[src/rtl/sync_fifo_mem.sv]
// Single-clock FIFO with internal storage, registered read port, wrap-bit pointers,
// occupancy thresholds and sticky overflow/underflow flags.
module sync_fifo_mem #(
    parameter int unsigned Data_Width = 8,
    parameter int unsigned Addr_Width = 4,
    parameter int unsigned Depth      = 16,
    parameter int unsigned AF_Level   = 12,
    parameter int unsigned AE_Level   = 2
) (
    input  logic                  clk,
    input  logic                  rst,
    input  logic                  wr_en,
    input  logic [Data_Width-1:0] data_in,
    input  logic                  rd_en,
    input  logic                  clr_err,
    output logic [Data_Width-1:0] data_out,
    output logic                  rd_valid,
    output logic                  full,
    output logic                  empty,
    output logic                  almost_full,
    output logic                  almost_empty,
    output logic [Addr_Width:0]   count,
    output logic                  overflow,
    output logic                  underflow
);

    if (Depth != (1 << Addr_Width)) begin : g_bad_depth
        $error("sync_fifo_mem: Depth must equal 2**Addr_Width");
    end
    if (AF_Level < 1 || AF_Level > Depth) begin : g_bad_af
        $error("sync_fifo_mem: AF_Level out of range 1..Depth");
    end
    if (AE_Level > Depth - 1) begin : g_bad_ae
        $error("sync_fifo_mem: AE_Level out of range 0..Depth-1");
    end

    localparam logic [Addr_Width:0] DepthV = (Addr_Width+1)'(Depth);
    localparam logic [Addr_Width:0] AfV    = (Addr_Width+1)'(AF_Level);
    localparam logic [Addr_Width:0] AeV    = (Addr_Width+1)'(AE_Level);

    logic [Data_Width-1:0] mem [Depth];
    logic [Addr_Width:0]   wr_ptr;
    logic [Addr_Width:0]   rd_ptr;
    logic                  wr_acc;
    logic                  rd_acc;

    always_comb begin
        count        = wr_ptr - rd_ptr;
        full         = (count == DepthV);
        empty        = (count == '0);
        almost_full  = (count >= AfV);
        almost_empty = (count <= AeV);
        rd_acc       = rd_en & ~empty;
        wr_acc       = wr_en & (~full | rd_en);
    end

    // Storage is deliberately not reset; empty prevents stale words from being read.
    always_ff @(posedge clk) begin
        if (!rst && wr_acc) begin
            mem[wr_ptr[Addr_Width-1:0]] <= data_in;
        end
    end

    always_ff @(posedge clk) begin
        if (rst) begin
            wr_ptr    <= '0;
            rd_ptr    <= '0;
            data_out  <= '0;
            rd_valid  <= 1'b0;
            overflow  <= 1'b0;
            underflow <= 1'b0;
        end else begin
            rd_valid <= rd_acc;
            if (wr_acc) begin
                wr_ptr <= wr_ptr + 1'b1;
            end
            // Non-blocking read of the old word gives read-before-write on a shared index.
            if (rd_acc) begin
                data_out <= mem[rd_ptr[Addr_Width-1:0]];
                rd_ptr   <= rd_ptr + 1'b1;
            end
            overflow  <= (overflow & ~clr_err) | (wr_en & ~wr_acc);
            underflow <= (underflow & ~clr_err) | (rd_en & ~rd_acc);
        end
    end

endmodule

[config.mk]
export PLATFORM = sky130hd
export DESIGN_NAME = sync_fifo_mem
export DESIGN_NICKNAME = d
export VERILOG_FILES = /design/src/rtl/sync_fifo_mem.sv
export SDC_FILE = /design/constraint.sdc
export NUM_CORES = 1
export LEC_CHECK = 0
export BUFFER_PORTS_ARGS = -buffer_cell sky130_fd_sc_hd__buf_4
export CORE_MARGIN = 3
export CORE_UTILIZATION = 60
export CTS_BUF_LIST = sky130_fd_sc_hd__clkbuf_8
export DETAILED_ROUTE_END_ITERATION = 7
export GPL_ROUTABILITY_DRIVEN = 0
export PLACE_DENSITY = 0.9
export SLEW_MARGIN = 20
export SYNTH_ARGS = -nofsm -noshare
export SYNTH_HDL_FRONTEND = slang
export SYNTH_SLANG_ARGS = --single-unit
[constraint.sdc]
create_clock -name clk -period 5.85 [get_ports clk]
set_clock_uncertainty 0.2 [all_clocks]
set_input_delay 1.755 -clock clk [delete_from_list [all_inputs] [get_ports clk]]
set_output_delay 1.755 -clock clk [all_outputs]
set_load 0.03 [all_outputs]
==> results.cfg, run 1 <==
[clocking]
clk_pin_slew_worst_paths_ps = 90
cts_buffer_depth = 2
cts_tree = yes
cts_buffers = 17
cts_hold_buffers = 0
ctsRootBufferMaster = clkbuf_8
cts.sinks = 149
cts_resized = 0
postCtsSetupRepairBufs = 0
insertion_delay_ps = 440
cts_max_level = 4

[final_layout]
seqCellArea_um2 = 4270
multi_input_area_um2 = 1920
drive_gt1_share_pct = 27.0
nets = 455
n_antenna_cell = 0
fillCellCount = 607
utilization_pct = 71.5
area_delta_synth_final_pct = 13.0

[critical_path]
criticalPathCategory = flip-flop to output port
required_ps = 3890
crit_fanout = 19
cp.arrival_ps = 3370
start_kind = flip-flop
end_kind = output port

[worst_hold_path]
hp-class = flip-flop to flip-flop

[timing]
period_needed_ps = 5320
relSlewSlack_pct = 25.6
fmax_mhz = 188
setup_viol = 0
maxSlewViolCount = 0
max_slew.worst_pin.slew_ps = 1110
tns_ps = 0
fin_crit_sh_pct = 91.0
hold_slack_ps = 286
hold_violations = 0
rsz0062_at_grt = no

[routing]
routed_via_density = 6.69
first_pass_iters = 5
drtAntennaViolNets = 0
drtIter0Drc = 501
wl_mm = 13.9
num_vias = 3866
drc_errors = 0
wl_per_cell_um = 24.1

[grt]
grt_first_pass_wirelength_mm = 21.8
grt_overflow_total = 0
grt_pass1_vias = 3819
grt_use_total_pct = 25.9
grt_max_degree = 36
grt_antenna_before_repair = 0

[logic_synthesis]
synth.cell_area_um2 = 6330
syn_inst = 391
ys.warnings.count = 0
synth_top_flop_cell = edfxtp_1
avgSynthCellArea_um2 = 16.2
syn_nets = 414
async_flop_share_pct = 0
seq_area_frac_synth_pct = 67.4
ys_types = 48
synth_seq_cells = 149
synth_edf_count = 128

[power_and_ir_drop]
power.density_nw_per_um2 = 435
leakagePower_nw = 2.38
finalPower_mw = 3.11
peakVddDrop_mv = 0.604

[placement]
hpwlAfterDp_mm = 8.89
portBuffers = 32

[floorplan]
core_um2 = 10000
die_h_um = 109
die_w_um = 109
initial_core_util_pct = 63.3
die-area_um2 = 11800
pin_count = 33
num_rows = 36

[status]
status = finished clean

[job]
cap_violations = 0
[layout make-up]
| type | instances | area share (%) |
|---|---|---|
| sequential | 149 | 59.7 |
| multi-input combinational | 203 | 26.9 |
| clock buffer | 21 | 4.04 |
| timing repair buffer | 48 | 5.04 |
| inverter | 13 | 0.682 |
| tap | 133 | 2.33 |
| clock inverter | 11 | 1.35 |
[kinds of logic (layout without fill, tap and decap cells)]
logic type	Yosys count	count (layout)	share of synthesized area, %
AND/OR/NAND/NOR	96	96	8.20
AO/OA/AOI/OAI	55	55	6.43
flip-flops	149	149	67.4
buffers and inverters	39	93	2.69
adder cells (fa/ha/maj)	10	10	2.10
XOR/XNOR	4	4	0.791
multiplexers	38	38	12.4
[layout by cell type (no fill, tap or decap), types with 3 or more instances in the layout]
master	synthesis	routed
dfxtp_1	21	20
nor4b_2	0	4
a31o_1	8	8
nand4_1	7	7
nor4_1	8	8
nor3_1	11	10
o211ai_1	3	3
nand3b_1	9	9
o41ai_1	9	9
a31oi_1	6	6
edfxtp_1	128	128
nand2_1	25	25
nor2_1	16	16
inv_1	11	18
buf_4	0	48
mux4_2	32	32
mux2_2	4	4
ha_1	9	9
nor2b_1	3	3
a21oi_1	4	4
o22ai_1	15	15
clkbuf_8	0	21
[cell usage after synthesis, types with 3 or more instances]
| master | number | area (um^2) |
|---|---|---|
| a21oi_1 | 4 | 20.0 |
| a31o_1 | 8 | 70.1 |
| a31oi_1 | 6 | 37.5 |
| buf_2 | 7 | 35.0 |
| clkbuf_1 | 15 | 56.3 |
| dfxtp_1 | 21 | 420 |
| edfxtp_1 | 128 | 3840 |
| ha_1 | 9 | 113 |
| inv_1 | 11 | 41.3 |
| mux2_2 | 4 | 45.0 |
| mux4_2 | 32 | 721 |
| nand2_1 | 25 | 93.8 |
| nand3b_1 | 9 | 67.6 |
| nand4_1 | 7 | 43.8 |
| nor2_1 | 16 | 60.1 |
| nor2b_1 | 3 | 18.8 |
| nor3_1 | 11 | 55.1 |
| nor4_1 | 8 | 50.1 |
| nor4b_1 | 5 | 43.8 |
| o211ai_1 | 3 | 22.5 |
| o22ai_1 | 15 | 93.8 |
| o41ai_1 | 9 | 78.8 |
[where the power goes]
| group | internal [mW] | total [mW] | switching [mW] |
|---|---|---|---|
| Sequential | 1.21 | 1.25 | 0.0363 |
| Combinational | 0.393 | 1.11 | 0.714 |
| Clock | 0.413 | 0.755 | 0.343 |
[metal layers]
metal	track usage [%]	up-vias	share of wire, %	wire, um
met5	0	-	0	0
li1	-	1667	-	-
met2	40.2	230	49	6810
met1	34.3	1921	37	5220
met3	5.92	48	9.0	1250
met4	14.3	0	4.7	662
[through the flow]
stage                     setup WS (ps)  area (um^2)  cells
after CTS                           636         7150    578
after detailed placement           1140         6770    546
after global placement             1310         6760    546
after global routing                351         7150    578
after floorplan                    1120         6330    391
final                               527         7150    578
[critical path, stage by stage (launching register included)]
cell and delay (ps):
dfxtp_1 790, ha_1 400, a21oi_1 140, nand2_1 80, xnor2_1 140, buf_4 200, inv_1 190, nor3_1 690
buf_4 290
[state kept, by name, summed over array words and instances (netlist names)]
name and flops:
data_out 8, underflow 1, rd_valid 1, wr_ptr 5, rd_ptr 5, mem 128, overflow 1
[final timing paths]
| check | from | endpoint | slack, ps | cells after the start |
|---|---|---|---|---|
| worst min-delay path | underflow | underflow | 290 | 2 |
| worst max register to register | wr_ptr[2] | mem[5][1] | 1940 | 9 |
| worst min register to register | underflow | underflow | 290 | 2 |
| worst max-delay path | wr_ptr[2] | full | 530 | 8 |
Power figures use the tool's default switching activity.
==> run 2, diff against run 1 <==
- CORE_UTILIZATION: 60 -> 56
- GPL_TIMING_DRIVEN: not set -> 0
- PLACE_DENSITY: 0.9 -> 0.86
==> run 2 against run 1 <==
Against the previous run: final cell count is 5.0% higher; utilization is 4.7 points lower; clock-buffer cell count is 4 lower; via count is 2.5% higher; sequential share of layout area is 1.3 points lower; combinational power is 5% higher; die area is 6.7% higher; global-route usage is 1.7 points lower; routed wire length is 3.6% higher; register-to-register slack worse by 170 ps; maximum frequency is 1.9% lower; highest routed layer unchanged.
==> results.cfg, run 2 (synthesis gave the netlist of run 1 again) <==
[status]
status = finished clean

[timing]
rsz0062_at_grt = no
final.setup.worst_slack_ps = 425
hold_violations = 0
max_slew.worst_pin.slew_ps = 839
maxSlewViolCount = 0
period_needed_ps = 5420
setup_viol = 0
relSlewSlack_pct = 43.8
tns_ps = 0
hold_slack_ps = 271
fin_crit_sh_pct = 92.7
fmax_mhz = 184

[grt]
grt_antenna_before_repair = 0
grt_use_met3_pct = 5.28
grt_pass1_vias = 3990
met2_usage_pct = 40.4
use_met1_pct = 32.5
grt_first_pass_wirelength_mm = 22.8
grt_use_total_pct = 24.2
grt_overflow_total = 0
grt_max_degree = 17
top_usage_layer = met2

[final_layout]
final_common_cell = edfxtp_1
fillCellCount = 733
seqCellArea_um2 = 4260
largest_reg_flops = 128
drive_gt1_share_pct = 30.0
final_cell_mix = edfxtp_1, buf_4, mux4_2
n_antenna_cell = 0
area_delta_synth_final_pct = 15.5
final_cell_area_um2 = 7310
multi_input_area_um2 = 2000
nets = 478
stdcell_count = 607
utilization_pct = 66.8

[power_and_ir_drop]
power.density_nw_per_um2 = 433
finalPower_mw = 3.17
leakagePower_nw = 2.40
peakVddDrop_mv = 0.576

[floorplan]
pin_count = 33
initial_core_util_pct = 57.9
num_rows = 38
core_um2 = 10900
die_w_um = 112
die-area_um2 = 12600
die_h_um = 112

[clocking]
insertion_delay_ps = 430
clk_pin_slew_worst_paths_ps = 80
cts_max_level = 4
cts_buffer_depth = 2
cts.sinks = 149
cts_resized = 0
cts_buffers = 17
ctsRootBufferMaster = clkbuf_8
postCtsSetupRepairBufs = 0
cts_hold_buffers = 0
cts_tree = yes

[routing]
num_vias = 3964
wl_mm = 14.5
routed_via_density = 6.53
drtAntennaViolNets = 0
drc_errors = 0
first_pass_iters = 5
drtIter0Drc = 530
wl_per_cell_um = 23.8

[critical_path]
criticalPathCategory = flip-flop to output port
start_kind = flip-flop
cp.arrival_ps = 3470
end_kind = output port
timing.rr.end = mem[8][6]
required_ps = 3890
reg2reg_from = rd_ptr[2]
crit_fanout = 10
r2r_setup_slack_ps = 1770
r2r_cells = 10

[placement]
portBuffers = 30
dpl_cell_area_um2 = 6920
post-place-ws_ps = 793
hpwlAfterDp_mm = 9.89
dp.cells = 576

[job]
cap_violations = 0

[worst_hold_path]
hold_path_depth = 2
min-delay-start = underflow
worstHoldEndpoint = underflow
hp-class = flip-flop to flip-flop
[run 2: cell types whose count changed in the layout (fill, tap and decap cells not counted), moves of 4 or more]
cell	delta
clkinvlp_4	+4
inv_1	-6
buf_2	+13
nor3_1	-4
clkbuf_1	+15
buf_4	-9
nor3_2	+4
nor4_1	-8
clkbuf_8	-4
nor4_2	+7
[run 2: critical path, stage by stage, from the launching register on]
cell and delay (ps):
dfxtp_1 420, buf_1 500, inv_1 160, ha_1 370, a21oi_1 160, nand2_1 90, xnor2_1 230, inv_1 140
buf_2 210, nor3_2 490, buf_4 260
[run 2: layout make-up]
cell class,count,area share (%)
repair buffers,45,4.42
inverters,13,0.668
well taps,140,2.40
multi-input cells,203,27.4
clock inverters,14,1.88
clock buffers,17,3.20
flip-flops and latches,149,58.4
plain buffers,26,1.66
[run 2: worst max path at each step]
stage          startpoint        end  slack, ps  cells past startpoint
2_1_floorplan   rd_ptr[2]       full       1120                      9
3_3_place_gp          rst  mem[7][5]        780                      5
3_5_place_dp    rd_ptr[2]       full        790                     10
4_1_cts         rd_ptr[2]       full        310                     10
5_1_grt         rd_ptr[2]       full        250                     10
6_report        rd_ptr[2]       full        430                     10
[run 2: power breakdown]
| part | total, mW | switching [mW] | internal, mW |
|---|---|---|---|
| Combinational | 1.17 | 0.757 | 0.418 |
| Clock | 0.744 | 0.371 | 0.373 |
| Sequential | 1.25 | 0.0377 | 1.21 |
| Total | 3.17 | 1.17 | 2.00 |
[run 2: routing by layer]
layer / wire, um / up-vias
met5: 0 / -
met4: 267 / 0
met3: 1260 / 26
met2: 7390 / 215
met1: 5530 / 2005
li1: - / 1718
==> run 3, diff against run 2 <==
- CTS_BUF_LIST: sky130_fd_sc_hd__clkbuf_8 -> not set
==> run 3 against run 2 <==
Against the previous run: global-route usage increased by 1.1 points; sequential cell count is the same; register-to-register slack worse by 30 ps; non-clock buffer count is the same; critical path depth unchanged; sequential power about the same; largest power group unchanged; worst setup slack lost 180 ps; power rose by 9.4%.
==> results.cfg, run 3 (synthesis gave the netlist of run 1 again) <==
[timing]
hold_slack_ps = 270
fin_crit_sh_pct = 95.9
maxSlewViolCount = 0
setup_viol = 0
fmax_mhz = 178
period_needed_ps = 5610
final.setup.worst_slack_ps = 242
relSlewSlack_pct = 43.0
tns_ps = 0
rsz0062_at_grt = no
hold_violations = 0
max_slew.worst_pin.slew_ps = 850

[power_and_ir_drop]
p_clk_share_pct = 30.0
leakagePower_nw = 2.48
combPwrFrac_pct = 33.9
p_int_mw = 2.25
peakVddDrop_mv = 0.596
netSwitchingFraction_pct = 35.0
power.density_nw_per_um2 = 462
power_frac_seq_pct = 36.1
p_sw_mw = 1.21

[routing]
wl_per_cell_um = 24.9
num_vias = 3973
drc_errors = 0
first_pass_iters = 6
wl_mm = 15.1
routed_via_density = 6.55
drtIter0Drc = 569
drtAntennaViolNets = 0

[clocking]
cts.sinks = 149
cts_buffer_depth = 2
cts_max_level = 4
clk_pin_slew_worst_paths_ps = 60
cts_hold_buffers = 0
cts_tree = yes
ctsRootBufferMaster = clkbuf_16
insertion_delay_ps = 410
cts_resized = 0
postCtsSetupRepairBufs = 0
cts_buffers = 17

[floorplan]
core_um2 = 10900
die_w_um = 112
die-area_um2 = 12600
initial_core_util_pct = 57.9
num_rows = 38
die_h_um = 112
pin_count = 33

[final_layout]
fillCellCount = 701
stdcell_count = 607
final_cell_area_um2 = 7490
n_antenna_cell = 0
multi_input_area_um2 = 2000
seqCellArea_um2 = 4260
drive_gt1_share_pct = 29.8
area_delta_synth_final_pct = 18.4
largest_reg_flops = 128
final_cell_mix = edfxtp_1, buf_4, mux4_2
nets = 478
final_common_cell = edfxtp_1

[status]
status = finished clean

[placement]
dpl_cell_area_um2 = 6920
hpwlAfterDp_mm = 9.89
post-place-ws_ps = 793
dp.cells = 576
portBuffers = 30

[grt]
grt_overflow_total = 0
grt_first_pass_wirelength_mm = 23.7
grt_pass1_vias = 4023
grt_antenna_before_repair = 0
grt_use_total_pct = 25.3
grt_max_degree = 17

[critical_path]
cp.arrival_ps = 3650
required_ps = 3890
criticalPathCategory = flip-flop to output port
crit_fanout = 10
start_kind = flip-flop
end_kind = output port

[worst_hold_path]
hp-class = flip-flop to flip-flop

[job]
cap_violations = 0
[run 3: cell count changes in the layout (fill, tap and decap cells not counted)]
cell	change
clkbuf_1	+1
nor3_1	+1
clkbuf_16	+17
clkbuf_8	-17
nor3_2	-1
inv_1	-1
[run 3: path summary, 6_finish.rpt]
| path | from | to | slack (ps) | depth (start not counted) |
|---|---|---|---|---|
| max | rd_ptr[2] | full | 240 | 10 |
| min | underflow | underflow | 270 | 2 |
| max reg2reg | rd_ptr[2] | mem[8][6] | 1740 | 10 |
| min reg2reg | underflow | underflow | 270 | 2 |
[run 3: routing by layer]
metal | global-route usage (%) | part of all wire, %
met5 | 0 | 0
met4 | 9.94 | 3.9
met3 | 6.90 | 8.3
met2 | 41.1 | 50
met1 | 32.9 | 38
[run 3: area by class of cell]
type	count	area share (%)
buffer	26	1.62
clock buffer	18	5.73
clock inverter	13	1.79
sequential	149	56.9
inverter	13	0.651
multi-input combinational	203	26.7
tap	140	2.34
timing repair buffer	45	4.31
[run 3: power by group through the flow]
stage               Sequential, mW  Clock [mW]  Combinational (mW)
finish                        1.25        1.04                1.17
global route                  1.26        1.08                1.26
CTS                           1.25        1.05                1.16
detailed placement            1.27           0                1.15
global placement              1.27           0                1.10
floorplan                     1.30           0               0.745
[run 3: through the flow]
stage	power, mW	util, %
6_report	3.46	68.5
4_1_cts	3.46	68.4
3_3_place_gp	2.37	61.5
3_5_place_dp	2.42	63.3
5_1_grt	3.60	68.5
2_1_floorplan	2.05	-
[run 3: critical path: stages, from the launching register on]
cell and delay (ps):
dfxtp_1 420, buf_1 490, inv_1 160, ha_1 370, a21oi_1 150, nand2_1 90
xnor2_1 230, inv_1 140, buf_2 210, nor3_1 690, buf_4 290
